==> src/rtl/cam_cfg_pkg.sv <==
// Shared constants for the camera parameter writer:
// FSM encoding, OV5640 register map and SCCB handshake widths.
package cam_cfg_pkg;

   localparam int ADDR_W = 16;
   localparam int DATA_W = 8;
   localparam int VAL_W  = 11;
   localparam int TMR_W  = 24;

   localparam logic [1:0] ST_IDLE   = 2'd0;
   localparam logic [1:0] ST_SETTLE = 2'd1;
   localparam logic [1:0] ST_REQ    = 2'd2;
   localparam logic [1:0] ST_WAIT   = 2'd3;

   localparam logic [ADDR_W-1:0] OV5640_SDE_CTRL0 = 16'h5580;
   localparam logic [ADDR_W-1:0] OV5640_SDE_CTRL7 = 16'h5587;

endpackage

==> src/rtl/param_clamp.sv <==
// Clamps the key value into range and tracks how long the
// clamped value has stayed unchanged.
module param_clamp
   import cam_cfg_pkg::*;
#(
   parameter logic [VAL_W-1:0] VAL_MIN    = 11'd80,
   parameter logic [VAL_W-1:0] VAL_MAX    = 11'd170,
   parameter logic [TMR_W-1:0] SETTLE_CYC = 24'd200_000
) (
   input  logic             clk,
   input  logic             rst_n,
   input  logic [VAL_W-1:0] key_value_i,
   input  logic             arm_i,
   input  logic             track_i,
   output logic [VAL_W-1:0] cval_o,
   output logic [VAL_W-1:0] sample_o,
   output logic             stable_o
);

   // Loaded one short so the write fires SETTLE_CYC cycles after the change.
   localparam logic [TMR_W-1:0] LOAD =
      (SETTLE_CYC == '0) ? '0 : SETTLE_CYC - TMR_W'(1);

   logic [VAL_W-1:0] sample_q, sample_d;
   logic [TMR_W-1:0] tmr_q, tmr_d;

   always_comb begin
      if (key_value_i < VAL_MIN)
         cval_o = VAL_MIN;
      else if (key_value_i > VAL_MAX)
         cval_o = VAL_MAX;
      else
         cval_o = key_value_i;
   end

   always_comb begin
      sample_d = sample_q;
      tmr_d    = tmr_q;
      if (arm_i) begin
         sample_d = cval_o;
         tmr_d    = LOAD;
      end else if (track_i) begin
         if (cval_o != sample_q) begin
            sample_d = cval_o;
            tmr_d    = LOAD;
         end else if (tmr_q != '0) begin
            tmr_d = tmr_q - TMR_W'(1);
         end
      end
   end

   always_ff @(posedge clk) begin
      if (!rst_n) begin
         sample_q <= '0;
         tmr_q    <= '0;
      end else begin
         sample_q <= sample_d;
         tmr_q    <= tmr_d;
      end
   end

   assign sample_o = sample_q;
   assign stable_o = track_i && (cval_o == sample_q)
                     && (tmr_q <= TMR_W'(1));

endmodule

==> src/rtl/cam_param_writer.sv <==
// Turns settled key value changes into single OV5640 register
// writes via the SCCB master, with retry and timeout handling.
module cam_param_writer
   import cam_cfg_pkg::*;
#(
   parameter logic [ADDR_W-1:0] REG_ADDR    = OV5640_SDE_CTRL7,
   parameter logic [VAL_W-1:0]  VAL_MIN     = 11'd80,
   parameter logic [VAL_W-1:0]  VAL_MAX     = 11'd170,
   parameter logic [TMR_W-1:0]  SETTLE_CYC  = 24'd200_000,
   parameter logic [TMR_W-1:0]  TIMEOUT_CYC = 24'd1_000_000,
   parameter logic [1:0]        MAX_RETRY   = 2'd2
) (
   input  logic              clk,
   input  logic              rst_n,
   input  logic [VAL_W-1:0]  key_value,
   input  logic              cfg_done,
   output logic              wr_req,
   output logic [ADDR_W-1:0] wr_addr,
   output logic [DATA_W-1:0] wr_data,
   input  logic              wr_ack,
   input  logic              wr_done,
   input  logic              wr_err,
   output logic              busy,
   output logic              err_flag
);

   logic [1:0]       state_q, state_d;
   logic [VAL_W-1:0] last_q, last_d;
   logic             pend_q, pend_d;
   logic [1:0]       retry_q, retry_d;
   logic [TMR_W-1:0] tmo_q, tmo_d;
   logic             err_q, err_d;

   logic             arm;
   logic             track;
   logic             stable;
   logic [VAL_W-1:0] cval;
   logic [VAL_W-1:0] sample_val;

   assign track = (state_q == ST_SETTLE);

   param_clamp #(
      .VAL_MIN    (VAL_MIN),
      .VAL_MAX    (VAL_MAX),
      .SETTLE_CYC (SETTLE_CYC)
   ) u_clamp (
      .clk         (clk),
      .rst_n       (rst_n),
      .key_value_i (key_value),
      .arm_i       (arm),
      .track_i     (track),
      .cval_o      (cval),
      .sample_o    (sample_val),
      .stable_o    (stable)
   );

   always_ff @(posedge clk) begin
      if (!rst_n) begin
         state_q <= ST_IDLE;
         last_q  <= '0;
         pend_q  <= 1'b1;
         retry_q <= '0;
         tmo_q   <= '0;
         err_q   <= 1'b0;
      end else begin
         state_q <= state_d;
         last_q  <= last_d;
         pend_q  <= pend_d;
         retry_q <= retry_d;
         tmo_q   <= tmo_d;
         err_q   <= err_d;
      end
   end

   always_comb begin
      state_d = state_q;
      last_d  = last_q;
      pend_d  = pend_q;
      retry_d = retry_q;
      tmo_d   = tmo_q;
      err_d   = err_q;
      arm     = 1'b0;
      case (state_q)
         ST_IDLE: begin
            if (cfg_done && (pend_q || cval != last_q)) begin
               state_d = ST_SETTLE;
               arm     = 1'b1;
            end
         end
         ST_SETTLE: begin
            if (!cfg_done)
               state_d = ST_IDLE;
            else if (stable)
               state_d = ST_REQ;
         end
         ST_REQ: begin
            if (wr_ack) begin
               state_d = ST_WAIT;
               tmo_d   = TIMEOUT_CYC;
            end
         end
         ST_WAIT: begin
            if (tmo_q != '0)
               tmo_d = tmo_q - TMR_W'(1);
            // A completion in the expiry cycle takes priority.
            if (wr_done && !wr_err) begin
               state_d = ST_IDLE;
               last_d  = sample_val;
               pend_d  = 1'b0;
               err_d   = 1'b0;
               retry_d = '0;
               tmo_d   = '0;
            end else if (wr_done || tmo_q <= TMR_W'(1)) begin
               tmo_d = '0;
               if (retry_q < MAX_RETRY) begin
                  retry_d = retry_q + 2'd1;
                  state_d = ST_REQ;
               end else begin
                  state_d = ST_IDLE;
                  err_d   = 1'b1;
                  last_d  = sample_val;
                  pend_d  = 1'b0;
                  retry_d = '0;
               end
            end
         end
         default: state_d = ST_IDLE;
      endcase
   end

   always_comb begin
      wr_req   = (state_q == ST_REQ);
      busy     = (state_q != ST_IDLE);
      wr_addr  = REG_ADDR;
      wr_data  = sample_val[DATA_W-1:0];
      err_flag = err_q;
   end

endmodule

==> config.mk <==
export PLATFORM = sky130hd
export DESIGN_NAME = cam_param_writer
export DESIGN_NICKNAME = d
export VERILOG_FILES = /design/src/rtl/cam_cfg_pkg.sv /design/src/rtl/param_clamp.sv /design/src/rtl/cam_param_writer.sv
export SDC_FILE = /design/constraint.sdc
export NUM_CORES = 1
export LEC_CHECK = 0
export BUFFER_PORTS_ARGS = -buffer_cell sky130_fd_sc_hd__buf_2
export CORE_UTILIZATION = 40
export CTS_BUF_LIST = sky130_fd_sc_hd__clkbuf_4 sky130_fd_sc_hd__clkbuf_8 sky130_fd_sc_hd__clkbuf_16
export DETAILED_ROUTE_END_ITERATION = 8
export HOLD_SLACK_MARGIN = 0.08
export PLACE_DENSITY = 0.61
export SYNTH_ARGS = -nofsm -noshare
export SYNTH_HDL_FRONTEND = slang
export SYNTH_SLANG_ARGS = --single-unit
==> constraint.sdc <==
create_clock -name clk -period 7.5 [get_ports clk]
set_input_delay 1.125 -clock clk [delete_from_list [all_inputs] [get_ports clk]]
set_output_delay 1.125 -clock clk [all_outputs]
set_load 0.005 [all_outputs]
==> impl_metrics.py, run 1 <==
metrics = {
    "global_route": {
        "grt_pass1_wl_mm": 15.7,
        "grt_pass1_vias": 3314,
        "antenna_found_initial": 0,
        "grt_use_met1_pct": 22.5,
        "met2_usage_pct": 29.2,
        "grt_busiest_layer": "met2",
        "grt_max_degree": 25,
        "overflow": 0,
        "grt_util_met3_pct": 4.57,
        "grt_usage_pct": 17.8,
    },
    "floorplanning": {
        "dieHeight_um": 104,
        "start_util_pct": 41.0,
        "dieArea_um2": 10900,
        "core-area_um2": 10200,
        "rows": 37,
        "die_w_um": 104,
        "io_pins": 44,
    },
    "status": {
        "status": "finished, final reports clean",
    },
    "timing": {
        "min_period_over_period_pct": 53.4,
        "relSlewSlack_pct": 27.7,
        "drv_slew": 0,
        "hold_violations": 0,
        "setup_viol": 0,
        "grt_setup_unrepaired": "false",
        "finalSetupTns_ps": 0,
        "finalCriticalPeriod_ps": 4000,
        "finalClockSkew_ps": 9.94,
        "worst_slew_pin_slew_ps": 1080,
        "max_freq_mhz": 250,
    },
    "worst_setup_path": {
        "reg2regPathDepth": 9,
        "r2r_start": "u_clamp.tmr_q[12]$_SDFFE_PP0P_",
        "cp_max_fo": 21,
        "worstPathRequired_ps": 7730,
        "timing.rr.end": "u_clamp.tmr_q[4]$_SDFFE_PN0P_",
        "cp-startpoint": "key_value[10]",
        "critPathKind": "input pin to flip-flop",
        "crit_end": "u_clamp.tmr_q[9]$_SDFFE_PP0P_",
        "critPathArrivalTime_ps": 4230,
        "endpoint_kind": "flip-flop",
        "r2r_setup_slack_ps": 4290,
        "startpoint_type": "input pin",
    },
    "place": {
        "dpl.hpwl_mm": 6.54,
        "place_congestion": 0.799,
        "portBuffers": 27,
        "placed_area_um2": 4280,
    },
    "route": {
        "postRouteAntennaNets": 0,
        "firstDrtPassIters": 4,
        "vias_per_cell": 5.41,
        "num_vias": 3611,
        "drt-total-wl_mm": 9.17,
        "route.detailed.drc": 0,
        "drt_iter0_markers": 165,
        "wire_per_inst_um": 13.7,
    },
    "finish": {
        "drive_above_1_share_pct": 11.9,
        "syn2layout_area_growth_pct": 7.34,
        "final_common_cell": "dfxtp_1",
        "nets": 547,
        "postLayoutCellArea_um2": 4500,
        "diodes": 0,
        "utilization_pct": 44.0,
        "final_cell_mix": "dfxtp_1 (76), nor2_1 (61), nand2_1 (59)",
    },
    "logic_synthesis": {
        "yosysSeqAreaShare_pct": 36.3,
        "synth_xor_area_share_pct": 6.26,
        "synth_compound_area_share_pct": 18.4,
        "synth_seq_cells": 76,
        "syn_area_um2": 4190,
        "synth_warnings": 0,
        "synth_edf_count": 0,
        "yosys.area.top_type": "dfxtp_1",
        "synth_top_family_by_area": "simple AND/OR/NAND/NOR gates",
        "yosys.area_share.simple_pct": 28.2,
        "synth.area.mux_share_pct": 0.955,
        "syn_inst": 520,
        "synth_cell_types": 67,
        "synth-main-ff-cell": "dfxtp_1",
        "syn_avg_cell_area_um2": 8.07,
        "netlist_top_cells_area": "dfxtp_1 (36%), nor2_1 (5.5%), nand2_1 (5.3%)",
        "synth.top_cell.area_share_pct": 36.3,
        "synthAdderAreaFrac_pct": 1.43,
        "ys_async_sr_fraction_pct": 0,
    },
    "clock_network": {
        "cts_max_level": 3,
        "hold_buffers": 0,
        "cts_setup_buffers": 0,
        "clk_pin_slew_worst_paths_ps": 80,
        "cts_tree": "built",
        "clk_latency_ps": 360,
        "cts_buffer_depth": 2,
        "cts_resized": 0,
        "cts_buffers": 9,
        "cts.sinks": 76,
        "clock_tree.root_cell": "clkbuf_8",
    },
    "flow_run": {
        "cap_violations": 0,
    },
    "power": {
        "p_per_area_nw_per_um2": 191,
        "peakVddDrop_mv": 0.148,
        "leakage_uw": 0.00167,
    },
    "worst_hold_path": {
        "hold_class": "flip-flop to flip-flop",
    },
}
## worst min-delay path by stage
stage,depth (start not counted),endpoint,startpoint,slack [ps]
global placement,2,pend_q$_SDFFE_PN1P_,pend_q$_SDFFE_PN1P_,430
CTS,2,u_clamp.sample_o[9]$_SDFFE_PN0P_,u_clamp.sample_o[9]$_SDFFE_PN0P_,450
global route,2,last_q[8]$_SDFFE_PN0P_,last_q[8]$_SDFFE_PN0P_,470
detailed placement,2,u_clamp.sample_o[9]$_SDFFE_PN0P_,u_clamp.sample_o[9]$_SDFFE_PN0P_,440
finish,2,u_clamp.sample_o[9]$_SDFFE_PN0P_,u_clamp.sample_o[9]$_SDFFE_PN0P_,450
floorplan,2,pend_q$_SDFFE_PN1P_,pend_q$_SDFFE_PN1P_,420
## per-stage QoR
stage | worst slack, ps | hold slack, ps | instances | power [uW]
after CTS | 3450 | 452 | 667 | 870
after global routing | 3190 | 473 | 667 | 900
after detailed placement | 3080 | 440 | 651 | 515
after floorplan | 3940 | 419 | 534 | 503
after global placement | 3190 | 429 | 651 | 514
final | 3500 | 451 | 667 | 859
## state kept, by name (all words and copies together) (netlist names)
signal and count:
tmo_q 24, u_clamp.tmr_q 24, last_q 11, u_clamp.sample_o 11
retry_q 2, state_q 2, err_flag 1, pend_q 1
## worst max-delay path: stages
cell and delay [ps]:
buf_2 110, or3_1 490, or3_1 440, or3_1 350, nand3_1 120, nor3_1 70, a41oi_1 220, o21a_1 600
nand2b_1 580, nor2_1 110
## layer usage
layer | share of wire (%) | vias to the layer above
met3 | 4.1 | 15
met4 | 1.5 | 0
li1 | - | 1821
met2 | 47 | 68
met5 | 0 | -
met1 | 48 | 1707
## where the power goes
part	internal (uW)	switching [uW]	leakage [uW]
combinational	31.5	51.7	0.000942
sequential	412	11.3	0.000618
clock	203	150	0.000113
total	647	213	0.00167
## final cells by class
cell class | instances | area (um2)
fill | 1034 | 5730
multi-input combinational | 393 | 2370
sequential | 76 | 1520
tap | 136 | 170
clock buffer | 12 | 153
timing repair buffer | 28 | 143
clock inverter | 4 | 72.6
inverter | 18 | 67.6
## cell usage after synthesis (all sizes together) (3+ instances only)
master	instances
nand3	12
xor2	20
xnor2	10
dfxtp	76
ha	4
or2	3
a31oi	8
clkbuf	16
o21a	11
nand4b	5
or4	11
nand4	3
nand2b	4
o31ai	3
buf	31
o21ai	20
a21oi	29
nand2	59
nor3b	4
and2	6
nand3b	4
or3	13
o31a	6
inv	18
nor4	13
mux2i	4
nor2	62
a211oi	6
a211o	4
nor3	23
## logic make-up (layout without fill, tap and decap cells)
kind of cell	after synthesis	count (layout)
and+or+nand+nor	227	227
AOI/OAI and AO/OA	111	111
DFF	76	76
buffers and inverters	65	62
xor gates and xnor gates	30	30
adders and majority gates	5	5
muxes	4	4
other	2	16
No activity file was read; power rests on OpenSTA's default activity.
==> inputs of run 2 (changes only) <==
clock period = 4 ns   (was 7.5 ns; I/O delays follow)
==> impl_metrics.py, run 2 (synthesized netlist as in run 1, its figures left out) <==
metrics = {
    "status": {
        "status": "finished, final reports clean",
    },
    "worst_setup_path": {
        "endpoint_kind": "flip-flop",
        "crit_top_cell": "o21a_1",
        "timing.rr.end": "u_clamp.tmr_q[16]$_SDFFE_PN0P_",
        "crit_path_top_delay_cell": "or4_1",
        "cp_top_family": "simple AND/OR/NAND/NOR gates",
        "cp_max_fo": 16,
        "worst-path-buf-inv": 1,
        "worstPathRequired_ps": 4270,
        "reg2regPathDepth": 9,
        "crit_chain": "buf_2 -> nor2_1 -> or3_1 -> o21ai_1 -> xor2_1 -> or4_1 -> o21a_1 -> o21a_1 -> nand2b_1 -> a21oi_1",
        "cpPeakStageDelay_ps": 530,
        "critPathArrivalTime_ps": 3530,
        "r2r_setup_slack_ps": 750,
        "startpoint_type": "input pin",
        "critPathKind": "input pin to flip-flop",
        "r2r_start": "u_clamp.tmr_q[12]$_SDFFE_PP0P_",
    },
    "clock_network": {
        "cts_max_level": 3,
        "cts.sinks": 76,
        "cts_setup_buffers": 0,
        "cts_buffers": 9,
        "cts_resized": 0,
        "cts_buffer_depth": 2,
        "hold_buffers": 0,
        "clock_tree.root_cell": "clkbuf_8",
        "clk_pin_slew_worst_paths_ps": 70,
        "clk_latency_ps": 350,
        "cts_tree": "built",
    },
    "timing": {
        "max_freq_mhz": 307,
        "grt_setup_unrepaired": "false",
        "finalCriticalPeriod_ps": 3250,
        "worst_slew_pin_slew_ps": 797,
        "drv_slew": 0,
        "finalClockSkew_ps": 11.2,
        "finalSetupTns_ps": 0,
        "min_period_over_period_pct": 81.3,
        "relSlewSlack_pct": 46.8,
        "setup_viol": 0,
        "hold_violations": 0,
        "hold_slack_ps": 446,
    },
    "place": {
        "dpl.hpwl_mm": 6.62,
        "place_congestion": 0.831,
        "dpl.cell_count": 654,
        "portBuffers": 27,
    },
    "global_route": {
        "antenna_found_initial": 0,
        "grt_max_degree": 25,
        "overflow": 0,
        "grt_pass1_vias": 3452,
        "grt_pass1_wl_mm": 15.9,
        "grt_usage_pct": 17.9,
    },
    "finish": {
        "drive_above_1_share_pct": 12.2,
        "layout.cells.non_filler": 669,
        "diodes": 0,
        "reg_top3": "tmo_q: 24 flops, u_clamp.tmr_q: 24 flops",
        "final_common_cell": "dfxtp_1",
        "final_cell_mix": "dfxtp_1 (76), nor2_1 (61), nand2_1 (59)",
        "syn2layout_area_growth_pct": 8.17,
        "nets": 550,
    },
    "route": {
        "num_vias": 3622,
        "drt-total-wl_mm": 9.24,
        "postRouteAntennaNets": 0,
        "route.detailed.drc": 0,
        "drt_iter0_markers": 170,
        "firstDrtPassIters": 5,
        "wire_per_inst_um": 13.8,
        "vias_per_cell": 5.41,
    },
    "floorplanning": {
        "rows": 37,
        "dieArea_um2": 10900,
        "start_util_pct": 41.0,
        "dieHeight_um": 104,
        "die_w_um": 104,
        "core-area_um2": 10200,
        "io_pins": 44,
    },
    "worst_hold_path": {
        "hold_path_end": "pend_q$_SDFFE_PN1P_",
        "min_from": "pend_q$_SDFFE_PN1P_",
        "hold_class": "flip-flop to flip-flop",
        "hold_depth": 2,
    },
    "power": {
        "peakVddDrop_mv": 0.212,
        "p_per_area_nw_per_um2": 365,
        "leakage_uw": 0.00170,
        "power_uw": 1660,
    },
    "flow_run": {
        "cap_violations": 0,
    },
}
run 2: worst max-delay path by stage:
stage,from,end,cells past startpoint
2_1_floorplan,key_value[6],u_clamp.tmr_q[2]$_SDFFE_PN0P_,11
3_3_place_gp,key_value[10],u_clamp.tmr_q[15]$_SDFFE_PP0P_,10
3_5_place_dp,key_value[7],u_clamp.tmr_q[20]$_SDFFE_PP0P_,10
4_1_cts,u_clamp.tmr_q[12]$_SDFFE_PP0P_,u_clamp.tmr_q[16]$_SDFFE_PN0P_,9
5_1_grt,key_value[7],u_clamp.tmr_q[22]$_SDFFE_PP0P_,10
6_report,key_value[7],u_clamp.tmr_q[22]$_SDFFE_PP0P_,10
run 2: metal layers:
metal	vias up	GRT usage (%)	part of all wire [%]
li1	1826	-	-
met1	1721	22.4	48
met2	63	29.9	48
met3	12	3.57	3.4
met4	0	6.84	1.2
met5	-	0	0
run 2: layout make-up:
type                    instances  area (um2)
multi-input cells             393        2370
clock inverters                 5         100
clock buffers                  10         138
repair buffers                 31         165
flip-flops and latches         76        1520
well taps                     136         170
fillers                      1024        5690
inverters                      18        67.6
run 2: worst reg2reg max path, stage by stage (launching register included):
cell     delay (ps)
dfxtp_1         340
or4_4           550
or4_4           530
nor3_4          180
nand4_1         190
nor4_2          290
a31oi_4         240
a21oi_4         430
nor3_1          100
o31a_1          280
run 2: through the flow:
stage	cell area, um2	setup WS [ps]	utilization (%)
final	4540	747	44.3
after detailed placement	4300	371	42.0
after global placement	4300	455	42.0
after floorplan	4250	964	-
after global routing	4540	424	44.3
after CTS	4540	736	44.3
run 2: where the power goes:
| part | internal [uW] | switching, uW | leakage [uW] |
|---|---|---|---|
| Sequential | 772 | 21.2 | 0.000618 |
| Combinational | 60.5 | 97.8 | 0.000958 |
| Clock | 426 | 278 | 0.000122 |
| Total | 1260 | 397 | 0.00170 |
